==> src/rtl/store_trace_buffer.sv <==
// Passive store monitor on the core data bus: captures in-window stores into a
// first-word-fall-through FIFO and streams them out over valid/ready, with counters and flags.
module store_trace_buffer #(
   parameter int unsigned DEPTH  = 16,
   parameter int unsigned PTR_W  = 4,
   parameter logic [31:0] WIN_LO = 32'h0000_0000,
   parameter logic [31:0] WIN_HI = 32'hFFFF_FFFF
) (
   input  logic             clk,
   input  logic             rst_n,
   input  logic [31:0]      AddressData,
   input  logic [31:0]      Data_in,
   input  logic [31:0]      PC_out,
   input  logic             write_data,
   input  logic             read_data,
   input  logic             clr,
   output logic             trace_valid,
   input  logic             trace_ready,
   output logic [31:0]      trace_addr,
   output logic [31:0]      trace_data,
   output logic [31:0]      trace_pc,
   output logic [PTR_W:0]   level,
   output logic [15:0]      store_cnt,
   output logic [15:0]      drop_cnt,
   output logic             overflow,
   output logic             proto_err
);

   localparam int unsigned LVL_W = PTR_W + 1;
   localparam logic [LVL_W-1:0] FULL_LVL = LVL_W'(DEPTH);

   logic [31:0]       addr_mem [DEPTH];
   logic [31:0]       data_mem [DEPTH];
   logic [31:0]       pc_mem   [DEPTH];
   logic [PTR_W-1:0]  wr_ptr;
   logic [PTR_W-1:0]  rd_ptr;
   logic [LVL_W-1:0]  count;
   logic [31:0]       win_off;
   logic [31:0]       win_span;
   logic              in_win;
   logic              push_req;
   logic              push_ok;
   logic              pop;
   logic              drop;
   logic              full;

   // Window test as a single unsigned offset compare: lo <= a <= hi  <=>  (a - lo) <= (hi - lo)
   assign win_off  = AddressData - WIN_LO;
   assign win_span = WIN_HI - WIN_LO;
   assign in_win   = (win_off <= win_span);

   assign push_req = write_data & in_win;
   assign full     = (count == FULL_LVL);
   assign pop      = trace_valid & trace_ready;
   // A full FIFO can only accept when the head leaves in the same cycle.
   assign push_ok  = push_req & (~full | pop);
   assign drop     = push_req & full & ~pop;

   assign trace_valid = (count != '0);
   assign trace_addr  = trace_valid ? addr_mem[rd_ptr] : 32'h0;
   assign trace_data  = trace_valid ? data_mem[rd_ptr] : 32'h0;
   assign trace_pc    = trace_valid ? pc_mem[rd_ptr]   : 32'h0;
   assign level       = count;

   // Entry storage needs no reset; emptiness is tracked by count.
   always_ff @(posedge clk) begin
      if (!clr && push_ok) begin
         addr_mem[wr_ptr] <= AddressData;
         data_mem[wr_ptr] <= Data_in;
         pc_mem[wr_ptr]   <= PC_out;
      end
   end

   always_ff @(posedge clk or negedge rst_n) begin
      if (!rst_n) begin
         wr_ptr    <= '0;
         rd_ptr    <= '0;
         count     <= '0;
         store_cnt <= 16'h0;
         drop_cnt  <= 16'h0;
         overflow  <= 1'b0;
         proto_err <= 1'b0;
      end else if (clr) begin
         wr_ptr    <= '0;
         rd_ptr    <= '0;
         count     <= '0;
         store_cnt <= 16'h0;
         drop_cnt  <= 16'h0;
         overflow  <= 1'b0;
         proto_err <= 1'b0;
      end else begin
         if (push_ok) begin
            wr_ptr    <= wr_ptr + 1'b1;
            store_cnt <= store_cnt + 16'h1;
         end
         if (pop) begin
            rd_ptr <= rd_ptr + 1'b1;
         end
         case ({push_ok, pop})
            2'b10:   count <= count + 1'b1;
            2'b01:   count <= count - 1'b1;
            default: count <= count;
         endcase
         if (drop && (drop_cnt != 16'hFFFF)) begin
            drop_cnt <= drop_cnt + 16'h1;
         end
         if (drop) begin
            overflow <= 1'b1;
         end
         if (write_data && read_data) begin
            proto_err <= 1'b1;
         end
      end
   end

endmodule

==> config.mk <==
export PLATFORM = sky130hd
export DESIGN_NAME = store_trace_buffer
export DESIGN_NICKNAME = d
export VERILOG_FILES = /design/src/rtl/store_trace_buffer.sv
export SDC_FILE = /design/constraint.sdc
export NUM_CORES = 1
export LEC_CHECK = 0
export ABC_AREA = 0
export CORE_UTILIZATION = 48
export CTS_CLUSTER_SIZE = 10
export DETAILED_ROUTE_END_ITERATION = 8
export PLACE_DENSITY_LB_ADDON = 0.1
export SETUP_SLACK_MARGIN = 0.2
export SLEW_MARGIN = 25
export SYNTH_ARGS = -nofsm -noshare
export SYNTH_HDL_FRONTEND = slang
export SYNTH_SLANG_ARGS = --single-unit
==> constraint.sdc <==
create_clock -name clk -period 11.6 [get_ports clk]
set_input_delay 1.16 -clock clk [delete_from_list [all_inputs] [get_ports clk]]
set_output_delay 1.16 -clock clk [all_outputs]
set_load 0.05 [all_outputs]
== Word-level counts from Yosys, hierarchy flattened ==
Memory sizes are Yosys's and may differ from the RTL's.
Index checks and enable logic that the tools add are counted.
Word-level totals
  bits in registers: 47
  RAM bits: 1536
  input bits: 102
  word-level logic and storage cells: 59
  memories: 3
Memories
  addr_mem: depth 16, bits a word 32, rd ports 1, clocked after Yosys merged registers in 0, wr ports 1, line 32  | logic [31:0] addr_mem [DEPTH];
  data_mem: depth 16, bits a word 32, rd ports 1, clocked after Yosys merged registers in 0, wr ports 1, line 33  | logic [31:0] data_mem [DEPTH];
  pc_mem: depth 16, bits a word 32, rd ports 1, clocked after Yosys merged registers in 0, wr ports 1, line 34  | logic [31:0] pc_mem [DEPTH];
Cells by class
  $add $sub $neg: 6
  magnitude comparators: 1
  equality and inequality tests: 4
  mux-type cells: 19
  bitwise operators: 8
  reduce and logical (&&, ||, !) cells: 11
Operators with widths (count)
  two-way mux 32 bit: 3
  two-way mux 16 bit: 4
  adder 16 x 1 -> 16 bit, second input constant: 2
  <= comparator 32 bit, second input constant: 1
  two-way mux 4 bit: 4
  inequality test 16 bit, second input constant: 1
  one-hot mux 5 bit (2 select lines): 1
  nonzero test 2 bit: 5
  adder 4 x 1 -> 4 bit, second input constant: 2
  two-way mux 1 bit: 6
  adder 5 x 1 -> 5 bit, second input constant: 1
  bitwise AND 1 bit: 5
  equality test 5 bit, second input constant: 1
  two-way mux 5 bit: 1
  nonzero test 5 bit: 1
  subtractor 5 x 1 -> 5 bit, second input constant: 1
  logical AND 1 bit: 3
  nonzero test 3 bit: 1
  equality test 2 x 1 -> 1 bit, second input constant: 1
  equality test 2 bit, second input constant: 1
  NOT 1 bit: 2
  logical NOT 1 bit: 1
  OR 1 bit: 1

== Longest topological paths before layout ==
Gate-level depths: netlist of run 1.
  word-level depth: 7
  mapped depth: 10

== Least setup slack after synthesis of run 1 ==
OpenSTA, ideal clock, no wires.
  kind: input to register
  start: in write_data
  end: mem addr_mem[11][0] (enable)
  arrival time: 11.211 ns
  setup slack: -0.398 ns
  cell stages on the path: 5
  path buffers: 2
  cell sequence: clkbuf_1 > a21boi_0 > clkbuf_1 > nand2_1 > nor4_1
On the way
  longest elaborated chain between the ends: 5
Ends and longest elaborated chain
  from (decl): line 14  | input logic write_data,
  bitwise AND 1 bit: line 52  | assign push_req = write_data & in_win;
  bitwise AND 1 bit: line 56  | assign push_ok = push_req & (~full | pop);
  logical AND 1 bit: line 67  | if (!clr && push_ok) begin
  two-way mux 1 bit: line 67
  two-way mux 1 bit (not written as such): line 68  | addr_mem[wr_ptr] <= AddressData;
  to (decl): line 32
No other way between the ends.

== Worst setup path in the final report of run 1 ==
  start: reg rd_ptr[3]
  end: out trace_addr[5]
On the way
  longest elaborated chain between the ends: 2
Ends and longest elaborated chain
  from (decl): line 36  | logic [PTR_W-1:0] rd_ptr;
  from (signal assigned): line 97  | rd_ptr <= rd_ptr + 1'b1;
  memory (16 x 32 bit)
  two-way mux 32 bit: line 60  | assign trace_addr = trace_valid ? addr_mem[rd_ptr] : 32'h0;
  to (decl): line 19  | output logic [31:0] trace_addr,
No other way between the ends.

==> results.toml, run 1 <==
[pwr]
leakagePower_nw = 21.0
max-vdd-ir-drop_uv = 221
p_per_area_nw_per_um2 = 216

[synthesis]
yosys_warnings = 0
synthArstFlopShare = 0.0297
synth_area_leaders = "edfxtp_1 (76%), mux4_2 (14%), mux2i_1 (3.2%)"
synth_top_area_frac = 0.761
synth-edff-count = 1536
yosysUniqueCellTypes = 44
syn_inst = 2635
synth.avg_cell_area_um2 = 23.0
yosysTopAreaCell = "edfxtp_1"
synth_fp_nets = 2746
ys_ff_latch = 1583
syn_area_um2 = 60600
ys_seq_area_frac = 0.781
ys.flop_type = "edfxtp_1"

[worst_setup_path]
cp-end-kind = "primary output"
cp_common_cell = "buf_4"
cp_max_fo = 46
crit_type = "reg2out"
path_cells = "buf_4, buf_4, mux2i_1, o22ai_1, clkdlybuf4s50_1"
cp_slowest_cell = "buf_4"
critPathRequiredTime_ps = 10440
start_kind = "register"
worst_ep_arrival_time_ps = 5370
cpPeakStageDelay_ps = 970

[cells_and_area]
layout_commonest_cell = "edfxtp_1"
final_cell_mix = "edfxtp_1 (1536), mux4_2 (384), clkdlybuf4s50_1 (235)"
drive_above_1_share = 0.219
fill_cells = 9163
areaGrowthSynthToFinish_pct = 15.3
nets = 3073
final_area_um2 = 69800

[timing]
setup_viol = 0
worstMarginPinSlew_ps = 1110
relSlewSlack = 0.261
rsz0062_at_grt = "false"
period_share = 0.563
setup_tns_ps = 0
finalCriticalPeriod_ps = 6530
skew_ps = 15.6
max_freq_mhz = 153
hold_viol_final = 0
slew_viol_final = 0

[drt]
route.vias.total = 28000
dr.pass1.iters = 5
route.detailed.drc = 0
ant_nets = 0
routedWlPerCell_um = 30.3
viasPerCell = 6.02
drtIter0Drc = 2548
postRouteWirelength_um = 141000

[floorplanning]
rows = 129
fp.dieH_um = 357
start_util = 0.487
core_area_um2 = 124000
die_x_um = 357
fp.dieArea_um2 = 128000
ios = 238

[placement]
postPlaceCellArea_um2 = 64900
hpwl_um = 68700
port_buffers = 237
gp_routability_congestion = 0.723

[run_status]
status = "finished clean"

[clocking]
cts_resized = 0
cts_tree = "yes"
clockBufferDepth = 3
cts_sinks = 1583
path_clk_slew_ps = 60
clock_latency_ps = 780
htreeDepth = 4
ctsHoldBuffers = 0
root_buffer = "clkbuf_16"
post_cts_buffers = 0
cts_buffers = 178

[global_route]
grt_pass1_vias = 30000
grt_start_max_net_pins = 148
grt_usage = 0.225
grt_antenna_before_repair = 15
overflow = 0
grt_pass1_wl_um = 205000

[worst_hold_path]
hold_class = "in2async"

[job]
maxCapViolCount = 0
routing by layer:
layer,global-route usage,up-vias,part of all wire
met1,0.301,15200,0.42
met5,0,-,0.0011
li1,-,11800,-
met3,0.0521,224,0.061
met2,0.374,790,0.50
met4,0.0597,22,0.019
synth_stat cells, types with 6 or more instances:
cell type	n
a21oi_1	12
and2_1	6
and3_1	10
buf_1	16
buf_2	55
clkbuf_1	71
dfrtp_1	47
edfxtp_1	1536
ha_1	9
inv_1	7
mux2i_1	194
mux4_2	384
nand2_1	20
nand3_1	15
nand4_1	14
nor2_1	43
nor3_1	10
nor4_1	9
o22ai_1	96
xnor2_1	18
xor2_1	16
power by group:
part           switching (mW)  internal, mW
combinational            2.24          1.52
clock                    2.04          2.84
sequential             0.0898          6.35
total                    4.37          10.7
critical path, delay by kind of cell, from the launching register on:
family,cells,cell delay [ps]
buffers and inverters,3,2830
AO/OA/AOI/OAI,1,550
flip-flops,1,830
multiplexers,1,190
worst paths after layout:
kind | startpoint | endpoint | slack, ps | depth (start not counted)
max reg2reg | level[4] | pc_mem[8][2] | 7470 | 8
max in group asynchronous | rst_n | rd_ptr[1] | 10730 | 1
min | rst_n | drop_cnt[12] | 400 | 1
min in group clk | proto_err | proto_err | 510 | 2
min reg2reg | proto_err | proto_err | 510 | 2
max | rd_ptr[3] | trace_addr[5] | 5070 | 5
cell type report:
type | count | area [µm²] | share of cell area
Inverter | 7 | 26.3 | 0.000376
Multi-Input combinational cell | 903 | 12700 | 0.183
Tap cell | 1637 | 2050 | 0.0293
Clock inverter | 6 | 50.0 | 0.000717
Clock buffer | 221 | 4800 | 0.0687
Antenna cell | 1 | 2.50 | 0.0000358
Sequential cell | 1583 | 47300 | 0.677
Timing Repair Buffer | 289 | 2850 | 0.0409
stage by stage:
step	utilization	hold slack, ps	power [mW]	worst slack (ps)	cells
after floorplan	-	537	9.18	2170	2635
after global placement	0.522	475	10.3	5690	4418
after detailed placement	0.522	506	10.4	5700	4418
after CTS	0.561	380	15.3	4830	4645
after global routing	0.561	427	15.6	4740	4647
final	0.561	398	15.1	5070	4647
registers in the layout, summed over array words and instances (netlist names):
signal     count
addr_mem     512
data_mem     512
drop_cnt      16
level          5
overflow       1
pc_mem       512
proto_err      1
rd_ptr         4
store_cnt     16
wr_ptr         4
kinds of logic after synthesis:
kind of cell / synth area share
flops: 0.781
mux: 0.175
simple gates: 0.0140
buf+inv: 0.0104
compound gates: 0.0129
xor+xnor: 0.00492
fa+ha+maj: 0.00186
No activity file was read; power rests on OpenSTA's default activity.
==> inputs of run 2 (changes only) <==
==> constraint.sdc (replaced) <==
create_clock -name clk -period 6 [get_ports clk]
set_input_delay 0.6 -clock clk [delete_from_list [all_inputs] [get_ports clk]]
set_output_delay 0.6 -clock clk [all_outputs]
set_load 0.05 [all_outputs]
==> results.toml, run 2 (same netlist as run 1, synthesis figures left out) <==
[placement]
dp.cells = 4437
port_buffers = 237
gp_routability_congestion = 0.762
hpwl_um = 73000
post-place-ws_ps = 1600
postPlaceCellArea_um2 = 65400

[pwr]
seqPwrFrac = 0.422
power.share.combinational = 0.252
finalPower_mw = 29.4
switching_share = 0.291
power.switching_mw = 8.57
pwr-share-clk = 0.325
p_per_area_nw_per_um2 = 418
max-vdd-ir-drop_uv = 415
internal_power_mw = 20.8
leakagePower_nw = 21.2

[floorplanning]
ios = 238
die_x_um = 357
fp.dieArea_um2 = 128000
fp.dieH_um = 357
core_area_um2 = 124000
start_util = 0.487
rows = 129

[clocking]
clock_latency_ps = 780
post_cts_buffers = 0
ctsHoldBuffers = 1
cts_buffers = 179
cts_sinks = 1583
clockBufferDepth = 3
path_clk_slew_ps = 50
cts_resized = 0
root_buffer = "clkbuf_16"
htreeDepth = 4
cts_tree = "yes"

[worst_setup_path]
reg2reg_setup_slack_ps = 2320
critPathRequiredTime_ps = 5400
cp-end-kind = "primary output"
worst_ep_arrival_time_ps = 4460
cpPeakStageDelay_ps = 780
crit_family = "simple AND/OR/NAND/NOR gates"
cp_slowest_cell = "clkdlybuf4s50_1"
crit_type = "reg2out"
start_kind = "register"
cp_num_buf_inv = 2
cp_max_fo = 35
path_cells = "nor4_4, nand2_1, nand2b_4, buf_4, o22ai_1, clkdlybuf4s50_1"

[drt]
dr.pass1.iters = 5
route.vias.total = 28100
drtIter0Drc = 2426
viasPerCell = 6.01
routedWlPerCell_um = 29.7
route.detailed.drc = 0
ant_nets = 0
postRouteWirelength_um = 139000

[timing]
setup_tns_ps = 0
rsz0062_at_grt = "false"
max_freq_mhz = 198
worstMarginPinSlew_ps = 1020
period_share = 0.844
finalCriticalPeriod_ps = 5060
hold_viol_final = 0
slew_viol_final = 0
relSlewSlack = 0.318
hold_ws_ps = 462
setup_ws_ps = 939
skew_ps = 19.6
setup_viol = 0

[cells_and_area]
drive_above_1_share = 0.226
layout_commonest_cell = "edfxtp_1"
areaGrowthSynthToFinish_pct = 16.1
final_area_um2 = 70300
final_cell_mix = "edfxtp_1 (1536), mux4_2 (384), clkdlybuf4s50_1 (235)"
final_cells = 4673
largestRegisters = "addr_mem x512, data_mem x512, pc_mem x512"
fin_util = 0.565
fill_cells = 9085
nets = 3093

[run_status]
status = "finished clean"

[global_route]
grt_usage = 0.223
grt_pass1_wl_um = 204000
grt_start_max_net_pins = 97
overflow = 0
grt_pass1_vias = 30100
grt_antenna_before_repair = 17

[job]
maxCapViolCount = 0

[worst_hold_path]
hold_class = "in2reg"
-- run 2: cell types whose count changed in the layout (fill, tap and decap cells not counted), sizes merged --
cell,previous run,this run
buf,54,72
clkinv,3,9
clkbuf,221,217
bufinv,0,2
diode,1,3
dlygate4sd3,0,1
inv,10,11
-- run 2: tightest hold or removal path: stages --
cell and delay, ps:
clkdlybuf4s50_1 450, a21oi_1 60, nor2_1 70
-- run 2: cell type report --
type | count | area [µm²] | area share
Antenna cell | 3 | 7.51 | 0.000107
Clock inverter | 15 | 210 | 0.00299
Tap cell | 1637 | 2050 | 0.0291
Multi-Input combinational cell | 903 | 12800 | 0.181
Inverter | 7 | 26.3 | 0.000374
Clock buffer | 217 | 4750 | 0.0675
Timing Repair Buffer | 308 | 3240 | 0.0460
Sequential cell | 1583 | 47300 | 0.673
-- run 2: metal layers --
layer | part of all wire | GRT usage | vias up
met4 | 0.021 | 0.0620 | 22
met1 | 0.43 | 0.309 | 15200
met3 | 0.055 | 0.0444 | 235
met2 | 0.50 | 0.362 | 805
met5 | 0.0011 | 0 | -
li1 | - | - | 11900
-- run 2: worst paths after layout --
check / from / to / depth (start not counted)
max in group asynchronous: rst_n / rd_ptr[1] / 3
hold reg to reg: proto_err / proto_err / 2
hold / removal: read_data / proto_err / 3
min in group asynchronous: rst_n / level[2] / 3
setup / recovery: level[1] / trace_addr[29] / 6
setup reg to reg: level[4] / pc_mem[8][25] / 6
-- run 2: power by group through the flow --
stage | clock network [mW] | logic, mW | registers (mW)
final | 9.57 | 7.43 | 12.4
after global routing | 10.2 | 7.86 | 12.4
after CTS | 9.78 | 7.57 | 12.4
after detailed placement | 0 | 7.54 | 12.6
after global placement | 0 | 7.50 | 12.6
after floorplan | 0 | 5.15 | 12.6
==> inputs of run 3 (changes only) <==
==> constraint.sdc (replaced) <==
create_clock -name clk -period 4.6 [get_ports clk]
set_input_delay 0.46 -clock clk [delete_from_list [all_inputs] [get_ports clk]]
set_output_delay 0.46 -clock clk [all_outputs]
set_load 0.05 [all_outputs]
==> results.toml, run 3 (same netlist as run 1, synthesis figures left out) <==
[floorplanning]
fp.dieArea_um2 = 128000
core_area_um2 = 124000
die_x_um = 357
fp.dieH_um = 357
rows = 129
start_util = 0.487
ios = 238

[worst_hold_path]
holdPathStages = 2
min_from = "clr"
hold_end = "wr_ptr[1]"
hold_class = "in2reg"

[cells_and_area]
fin_util = 0.570
final_cell_mix = "edfxtp_1 (1536), mux4_2 (384), clkdlybuf4s50_1 (208)"
areaGrowthSynthToFinish_pct = 17.0
largestRegisters = "addr_mem x512, data_mem x512, pc_mem x512"
fill_cells = 8955
seq_area_um2 = 47300
nets = 3147
final_cells = 4728
multi_input_area_um2 = 12800
drive_above_1_share = 0.249
layout_commonest_cell = "edfxtp_1"

[timing]
rsz0062_at_grt = "false"
setup_viol = 0
max_freq_mhz = 236
slew_viol_final = 0
setup_tns_ps = 0
hold_viol_final = 0
period_share = 0.921
relSlewSlack = 0.516
finalCriticalPeriod_ps = 4240
skew_ps = 14.4
worstMarginPinSlew_ps = 725

[global_route]
grt_usage = 0.224
grt_pass1_wl_um = 206000
grt_start_max_net_pins = 64
overflow = 0
grt_pass1_vias = 29900
grt_antenna_before_repair = 14

[placement]
port_buffers = 237
gp_routability_congestion = 0.752
hpwl_um = 76100
dp.cells = 4477

[clocking]
htreeDepth = 4
root_buffer = "clkbuf_16"
path_clk_slew_ps = 50
cts_tree = "yes"
clockBufferDepth = 3
cts_sinks = 1583
cts_buffers = 178
clock_latency_ps = 750

[pwr]
max-vdd-ir-drop_uv = 370
finalPower_mw = 38.3
p_per_area_nw_per_um2 = 540
leakagePower_nw = 21.6

[drt]
routedWlPerCell_um = 29.8
postRouteWirelength_um = 141000
dr.pass1.iters = 6
ant_nets = 0
route.vias.total = 28400
route.detailed.drc = 0
viasPerCell = 6.00
drtIter0Drc = 2717

[worst_setup_path]
r2r-end = "data_mem[2][13]"
reg2reg_setup_slack_ps = 1800
start_kind = "register"
worst_ep_arrival_time_ps = 3780
cp_max_fo = 38
rr_worst_depth = 5
critPathRequiredTime_ps = 4140
cp-end-kind = "primary output"
crit_type = "reg2out"
rr_startpoint = "level[4]"

[run_status]
status = "finished clean"

[job]
maxCapViolCount = 0
==> run 3: cell type report <==
| type | count | share of cell area |
|---|---|---|
| flip-flops and latches | 1583 | 0.667 |
| multi-input cells | 904 | 0.181 |
| clock buffers | 217 | 0.0661 |
| repair buffers | 362 | 0.0545 |
| well taps | 1637 | 0.0289 |
| clock inverters | 15 | 0.00215 |
| inverters | 7 | 0.000371 |
| diodes | 3 | 0.000106 |
==> run 3: how the worst max path moves through the flow <==
stage               startpoint               to  slack (ps)  cells past startpoint
finish                level[1]   trace_addr[29]         360                      6
global route          level[1]   trace_addr[25]         210                      6
CTS                  rd_ptr[0]     trace_pc[16]         230                      6
detailed placement    level[1]    trace_data[5]         850                      6
global placement      level[1]    trace_data[5]         950                      6
floorplan             level[4]  addr_mem[11][0]        -170                      6
==> run 3: repair_timing <==
action	CTS	global route
endpoints found under the setup margin	49	15
gates cloned	1	0
setup buffers	5	9
hold buffers	1	0
resized for setup	3	3
endpoints found under the hold margin	47	0
==> run 3: layer usage <==
layer  GRT usage  part of all wire  up-vias  wire length (µm)
met4      0.0477             0.014       24              1910
met2       0.369              0.50      823             70800
met3      0.0411             0.057      170              8010
met5           0            0.0011        -               152
li1            -                 -    12000                 -
met1       0.315              0.43    15400             59900
==> run 3: critical path, stage by stage, from the launching register on <==
cell,delay (ps)
dfrtp_2,480
nor4_4,560
nand2_2,360
nand2_8,400
buf_12,310
o22ai_1,130
clkdlybuf4s50_1,740
==> run 3: power by group <==
group / leakage [nW] / total, mW / switching [mW] / internal (mW)
combinational: 4.76 / 9.90 / 5.82 / 4.09
clock: 2.36 / 12.3 / 5.19 / 7.06
sequential: 14.5 / 16.2 / 0.150 / 16.0
total: 21.6 / 38.3 / 11.2 / 27.2
==> run 3: metrics by stage <==
stage	setup slack (ps)	hold slack (ps)	area, µm²
after floorplan	-166	164	60700
after global placement	950	477	65900
after detailed placement	846	493	65900
after CTS	231	5.46	70800
after global routing	214	45.8	70900
final	365	48.7	70900
